[src/rtl/pc_fetch_ctrl_if.sv]
// Instruction-memory request/response bus between the fetch sequencer
// (master) and the instruction memory (slave). One outstanding request:
// imem_req/imem_gnt hand off the address, imem_rvalid/imem_rdata return data.
interface pc_fetch_ctrl_if;
  logic        imem_req;
  logic [31:0] imem_addr;
  logic        imem_gnt;
  logic        imem_rvalid;
  logic [31:0] imem_rdata;

  modport master (
    output imem_req,
    output imem_addr,
    input  imem_gnt,
    input  imem_rvalid,
    input  imem_rdata
  );

  modport slave (
    input  imem_req,
    input  imem_addr,
    output imem_gnt,
    output imem_rvalid,
    output imem_rdata
  );
endinterface

[src/rtl/pc_fetch_ctrl.sv]
// pc_fetch_ctrl: fetch sequencer around the next-PC datapath.
// Owns the PC, issues one instruction fetch at a time, buffers the returned
// word in a one-entry output register and applies redirects, dropping any
// stale in-flight response (KILL state).
// Optional feature macro: PC_MISALIGN_TRAP_EN. When defined, a redirect to a
// non word-aligned target flushes, pulses misalign_err and parks in HALT until
// reset. When undefined, the low two target bits are simply cleared.
module pc_fetch_ctrl #(
  parameter logic [31:0] RESET_PC = 32'h0000_0000
) (
  input  logic                  clk,
  input  logic                  rstn,
  pc_fetch_ctrl_if.master       imem,
  output logic                  inst_valid,
  output logic [31:0]           inst_out,
  output logic [31:0]           inst_pc,
  input  logic                  inst_ready,
  input  logic                  redir_valid,
  input  logic [31:0]           redir_pc,
  output logic [31:0]           pc_out,
  output logic                  misalign_err
);

  typedef enum logic [2:0] {
    ST_IDLE = 3'd0,
    ST_REQ  = 3'd1,
    ST_WAIT = 3'd2,
`ifdef PC_MISALIGN_TRAP_EN
    ST_KILL = 3'd3,
    ST_HALT = 3'd4
`else
    ST_KILL = 3'd3
`endif
  } state_e;

  state_e      state_q, state_d;
  state_e      redir_next;
  logic [31:0] pc_q, pc_d;
  logic        inst_valid_q, inst_valid_d;
  logic [31:0] inst_out_q, inst_out_d;
  logic [31:0] inst_pc_q, inst_pc_d;
  logic        issue_ok;
  logic        redir_take;
`ifdef PC_MISALIGN_TRAP_EN
  logic        err_q, err_d;
`endif

  // Issue gating and redirect acceptance (redirects ignored in IDLE/HALT).
  always_comb begin
    issue_ok   = (state_q == ST_REQ) && (!inst_valid_q || inst_ready);
    redir_take = redir_valid &&
                 ((state_q == ST_REQ) || (state_q == ST_WAIT) || (state_q == ST_KILL));
  end

  // State after an accepted redirect: KILL whenever an old address is in flight.
  always_comb begin
    case (state_q)
      ST_REQ:  redir_next = (issue_ok && imem.imem_gnt) ? ST_KILL : ST_REQ;
      ST_WAIT: redir_next = imem.imem_rvalid ? ST_REQ : ST_KILL;
      default: redir_next = ST_KILL;
    endcase
  end

  // Next-state, PC and output-register update; redirect has top priority.
  always_comb begin
    state_d      = state_q;
    pc_d         = pc_q;
    inst_valid_d = inst_valid_q && !inst_ready;
    inst_out_d   = inst_out_q;
    inst_pc_d    = inst_pc_q;
`ifdef PC_MISALIGN_TRAP_EN
    err_d        = 1'b0;
`endif
    if (redir_take) begin
      inst_valid_d = 1'b0;
`ifdef PC_MISALIGN_TRAP_EN
      if (redir_pc[1:0] != 2'b00) begin
        err_d   = 1'b1;
        state_d = ST_HALT;
      end else begin
        pc_d    = redir_pc & 32'hFFFF_FFFC;
        state_d = redir_next;
      end
`else
      pc_d    = redir_pc & 32'hFFFF_FFFC;
      state_d = redir_next;
`endif
    end else begin
      case (state_q)
        ST_IDLE: state_d = ST_REQ;
        ST_REQ: begin
          if (issue_ok && imem.imem_gnt) begin
            state_d = ST_WAIT;
          end else begin
            state_d = ST_REQ;
          end
        end
        ST_WAIT: begin
          if (imem.imem_rvalid) begin
            inst_out_d   = imem.imem_rdata;
            inst_pc_d    = pc_q;
            inst_valid_d = 1'b1;
            pc_d         = pc_q + 32'd4;
            state_d      = ST_REQ;
          end else begin
            state_d = ST_WAIT;
          end
        end
        ST_KILL: begin
          if (imem.imem_rvalid) begin
            state_d = ST_REQ;
          end else begin
            state_d = ST_KILL;
          end
        end
`ifdef PC_MISALIGN_TRAP_EN
        ST_HALT: state_d = ST_HALT;
`endif
        default: state_d = ST_IDLE;
      endcase
    end
  end

  // State and datapath registers with asynchronous active-low reset.
  always_ff @(posedge clk or negedge rstn) begin
    if (!rstn) begin
      state_q      <= ST_IDLE;
      pc_q         <= RESET_PC;
      inst_valid_q <= 1'b0;
      inst_out_q   <= 32'h0000_0000;
      inst_pc_q    <= 32'h0000_0000;
`ifdef PC_MISALIGN_TRAP_EN
      err_q        <= 1'b0;
`endif
    end else begin
      state_q      <= state_d;
      pc_q         <= pc_d;
      inst_valid_q <= inst_valid_d;
      inst_out_q   <= inst_out_d;
      inst_pc_q    <= inst_pc_d;
`ifdef PC_MISALIGN_TRAP_EN
      err_q        <= err_d;
`endif
    end
  end

  assign imem.imem_req  = issue_ok;
  assign imem.imem_addr = pc_q;
  assign inst_valid     = inst_valid_q;
  assign inst_out       = inst_out_q;
  assign inst_pc        = inst_pc_q;
  assign pc_out         = pc_q;
`ifdef PC_MISALIGN_TRAP_EN
  assign misalign_err   = err_q;
`else
  assign misalign_err   = 1'b0;
`endif

endmodule

[src/flat_wrapper.sv]
// flat-port wrapper written by rule: the top's interface ports become plain ports
module pc_fetch_ctrl_flat 
#(
  parameter logic [31:0] RESET_PC = 32'h0000_0000
)
  (clk, rstn, inst_valid, inst_out, inst_pc, inst_ready, redir_valid, redir_pc, pc_out, misalign_err, imem_imem_req, imem_imem_addr, imem_imem_gnt, imem_imem_rvalid, imem_imem_rdata);
  pc_fetch_ctrl_if imem_i ();
  input  logic clk;
  input  logic rstn;
  output logic inst_valid;
  output logic [31:0] inst_out;
  output logic [31:0] inst_pc;
  input  logic inst_ready;
  input  logic redir_valid;
  input  logic [31:0] redir_pc;
  output logic [31:0] pc_out;
  output logic misalign_err;
  output wire logic [$bits(imem_i.imem_req)-1:0] imem_imem_req;
  output wire logic [$bits(imem_i.imem_addr)-1:0] imem_imem_addr;
  input wire logic [$bits(imem_i.imem_gnt)-1:0] imem_imem_gnt;
  input wire logic [$bits(imem_i.imem_rvalid)-1:0] imem_imem_rvalid;
  input wire logic [$bits(imem_i.imem_rdata)-1:0] imem_imem_rdata;
  assign imem_imem_req = imem_i.imem_req;
  assign imem_imem_addr = imem_i.imem_addr;
  assign imem_i.imem_gnt = imem_imem_gnt;
  assign imem_i.imem_rvalid = imem_imem_rvalid;
  assign imem_i.imem_rdata = imem_imem_rdata;
  pc_fetch_ctrl #(.RESET_PC(RESET_PC)) u_core (.clk(clk), .rstn(rstn), .imem(imem_i), .inst_valid(inst_valid), .inst_out(inst_out), .inst_pc(inst_pc), .inst_ready(inst_ready), .redir_valid(redir_valid), .redir_pc(redir_pc), .pc_out(pc_out), .misalign_err(misalign_err));
endmodule
[config.mk]
export PLATFORM = sky130hd
export DESIGN_NAME = pc_fetch_ctrl_flat
export DESIGN_NICKNAME = d
export VERILOG_FILES = /design/src/rtl/pc_fetch_ctrl_if.sv /design/src/rtl/pc_fetch_ctrl.sv /design/src/flat_wrapper.sv
export SDC_FILE = /design/constraint.sdc
export NUM_CORES = 1
export LEC_CHECK = 0
export BUFFER_PORTS_ARGS = -buffer_cell sky130_fd_sc_hd__buf_2
export CORE_MARGIN = 3
export CORE_UTILIZATION = 51
export CTS_BUF_LIST = sky130_fd_sc_hd__clkbuf_8
export CTS_CLUSTER_SIZE = 10
export DETAILED_ROUTE_END_ITERATION = 8
export PLACE_DENSITY = 0.9
export SLEW_MARGIN = 20
export SYNTH_ARGS = -nofsm -noshare
export SYNTH_HDL_FRONTEND = slang
export SYNTH_SLANG_ARGS = --single-unit
[constraint.sdc]
create_clock -name clk -period 2.9 [get_ports clk]
set_clock_uncertainty 0.1 [all_clocks]
set_input_delay 0.145 -clock clk [delete_from_list [all_inputs] [get_ports clk]]
set_output_delay 0.145 -clock clk [all_outputs]
set_load 0.1 [all_outputs]
==> reports/results.ini <==
[run_status]
status = completed

[synthesis]
synth_area_leaders = dfrtp_1 47%, mux2_2 12%, buf_4 5.5%
synth.cell_area_um2 = 5050
synth_edf_count = 0
ys.warnings.count = 0
async_flop_share_pct = 100
syn_avg_cell_area_um2 = 11.2
synth-main-ff-cell = dfrtp_1
yosysUniqueCellTypes = 61
syn_inst = 450
synthDominantCellAreaShare_pct = 47.1
ys_seq_area_share_pct = 47.1
yosys.area.top_type = dfrtp_1
synth-seq-cells = 95

[job]
maxCapViolations = 0

[layout]
mostFrequentLayoutCell = buf_2
drive_gt1_share_pct = 44.4
diodes = 0
fillers = 732
final_nets = 709
final_cell_mix = 190 x buf_2, 95 x dfrtp_1, 52 x mux2_2, 36 x dlygate4sd3_1, 30 x a21oi_1
stdcell_area_um2 = 6340
areaGrowthSynthToFinish_pct = 25.6

[setup_path]
crit_required_ps = 3010
crit_fanout = 35
startpoint_type = register
worst_ep_arrival_time_ps = 2650
r2r_start = u_core.state_q[0]$_DFF_PN0_
endpoint_kind = register
critPathKind = register to register
cp_slowest_cell = nor4_1
max_stage_delay_ps = 510
r2r_setup_slack_ps = 370
path_cells = inv_1 > ha_1 > nand2b_1 > buf_4 > nand3_1 > nor4_1 > a311oi_1
startpoint = u_core.state_q[0]$_DFF_PN0_

[sta]
rsz0062_at_grt = false
timing.fmax_mhz = 395
finalSetupViolCount = 0
slew_headroom_pct = 42.7
period_minus_slack_ps = 2530
worst_pin_slew_ps = 859
timing.setup.tns_ps = 0
finalMaxSlewViolations = 0
hold_viol_final = 0
fin_crit_sh_pct = 87.3

[global_route]
grt_pass1_vias = 4528
antenna_found_initial = 0
grt_usage_pct = 26.2
grt_remaining_overflow = 0
grt_pass1_wl_um = 23400
grt_max_degree = 55

[floorplan]
rows = 35
die_w_um = 105
io_pins = 201
die_area_um2 = 11100
die_h_um = 105
coreArea_um2 = 9420
start_util_pct = 53.6

[detailed_routing]
wirelength_um = 14500
drt_iter0_markers = 287
ant_nets = 0
via_count = 4472
dr.pass1.iters = 5
drc = 0
via_per_inst = 5.82
wire_per_inst_um = 18.9

[cts]
path_clk_slew_ps = 100
htreeDepth = 3
cts_tree = done
clkSinkCount = 95
cts_made_buffers = 9
clock_path_buffers = 2
cts.root.buffer_cell = clkbuf_8
clk_latency_ps = 360
post_cts_buffers = 0

[placement]
place_area_um2 = 5790
io_buffers = 191
gp_congestion = 0.850
dp_hpwl_um = 9580

[min_path]
hp-class = input port to register
worstHoldStart = redir_pc[13]

-- critical path, delay by kind of cell, from the launching register on --
kind	cells	cell delay, ps
AOI/OAI and AO/OA	1	180
adders and majority gates	1	210
buffers and inverters	2	480
DFF	1	500
and+or+nand+nor	3	920
-- final timing paths --
| kind | end | cells after the start |
|---|---|---|
| min in group asynchronous | u_core.inst_out[1]$_DFFE_PN0P_ | 2 |
| worst min-delay path | u_core.imem.imem_addr[13]$_DFFE_PN0P_ | 3 |
| worst max register to register | u_core.imem.imem_addr[26]$_DFFE_PN0P_ | 7 |
| max in group asynchronous | u_core.inst_out[29]$_DFFE_PN0P_ | 3 |
| worst min register to register | u_core.inst_pc[17]$_DFFE_PN0P_ | 1 |
| worst max-delay path | u_core.imem.imem_addr[26]$_DFFE_PN0P_ | 7 |
-- cells by family (layout without fill, tap and decap cells) --
logic type	Yosys count	count (layout)	synth area share, %
compound gates	88	88	11.7
fa+ha+maj	5	5	1.24
buf+inv	71	254	9.52
flops	95	95	47.1
mux	65	65	14.5
other cells	1	7	0.0743
simple gates	125	125	15.9
-- synth_stat cells, types with 2 or more instances --
cell type and number:
dfrtp_1 95, mux2_2 52, buf_4 37, a21oi_1 30
nand3_1 18, nor4_1 18, nand2_1 17, o21ai_0 13
buf_2 11, mux2_1 11, o21bai_1 11, clkbuf_1 10
nand4_1 9, nor2_1 9, nor3_1 9, buf_6 8
nor4b_1 7, a211oi_1 6, a311oi_1 6, and4_1 6
and3_1 5, ha_1 5, nand2b_1 5, and2_1 3
inv_1 3, o211ai_1 3, o22ai_1 3, a31oi_1 2
mux2i_1 2, nand3b_1 2, nand4_4 2, nor2b_1 2
nor4_4 2
-- metal layers --
layer / track usage (%) / part of all wire (%) / vias to the layer above
li1: - / - / 2010
met1: 30.7 / 37 / 2175
met2: 46.8 / 52 / 245
met3: 4.53 / 7.6 / 42
met4: 11.7 / 3.8 / 0
met5: 0 / 0 / -
-- cell type report --
class | instances | area (um2) | share of cell area, %
Clock inverter | 7 | 61.3 | 0.967
Clock buffer | 9 | 124 | 1.95
Sequential cell | 95 | 2380 | 37.5
Tap cell | 129 | 161 | 2.55
Timing Repair Buffer | 234 | 1380 | 21.8
Multi-Input combinational cell | 290 | 2220 | 35.0
Inverter | 4 | 15.0 | 0.237
-- state kept, by name, summed over array words and instances (netlist names) --
name / cells
u_core.imem.imem_addr: 30
u_core.inst_out: 32
u_core.inst_pc: 30
u_core.state_q: 2
u_core.inst_valid: 1
-- repair_timing --
action,in CTS,in global routing
resized for setup,0,0
hold buffers,36,0
hold endpoints to repair,76,0
-- stage by stage --
step | setup slack (ps) | cells | hold WS, ps | util (%)
floorplan | 447 | 456 | -251 | -
global placement | 608 | 716 | 71.7 | 61.5
detailed placement | 423 | 716 | 78.0 | 61.5
CTS | 410 | 768 | 3.06 | 67.3
global route | 294 | 768 | 26.0 | 67.3
finish | 369 | 768 | 5.69 | 67.3
Power is not shown: default switching activity piles up to over one toggle a cycle in this logic, so the estimate is an artifact.
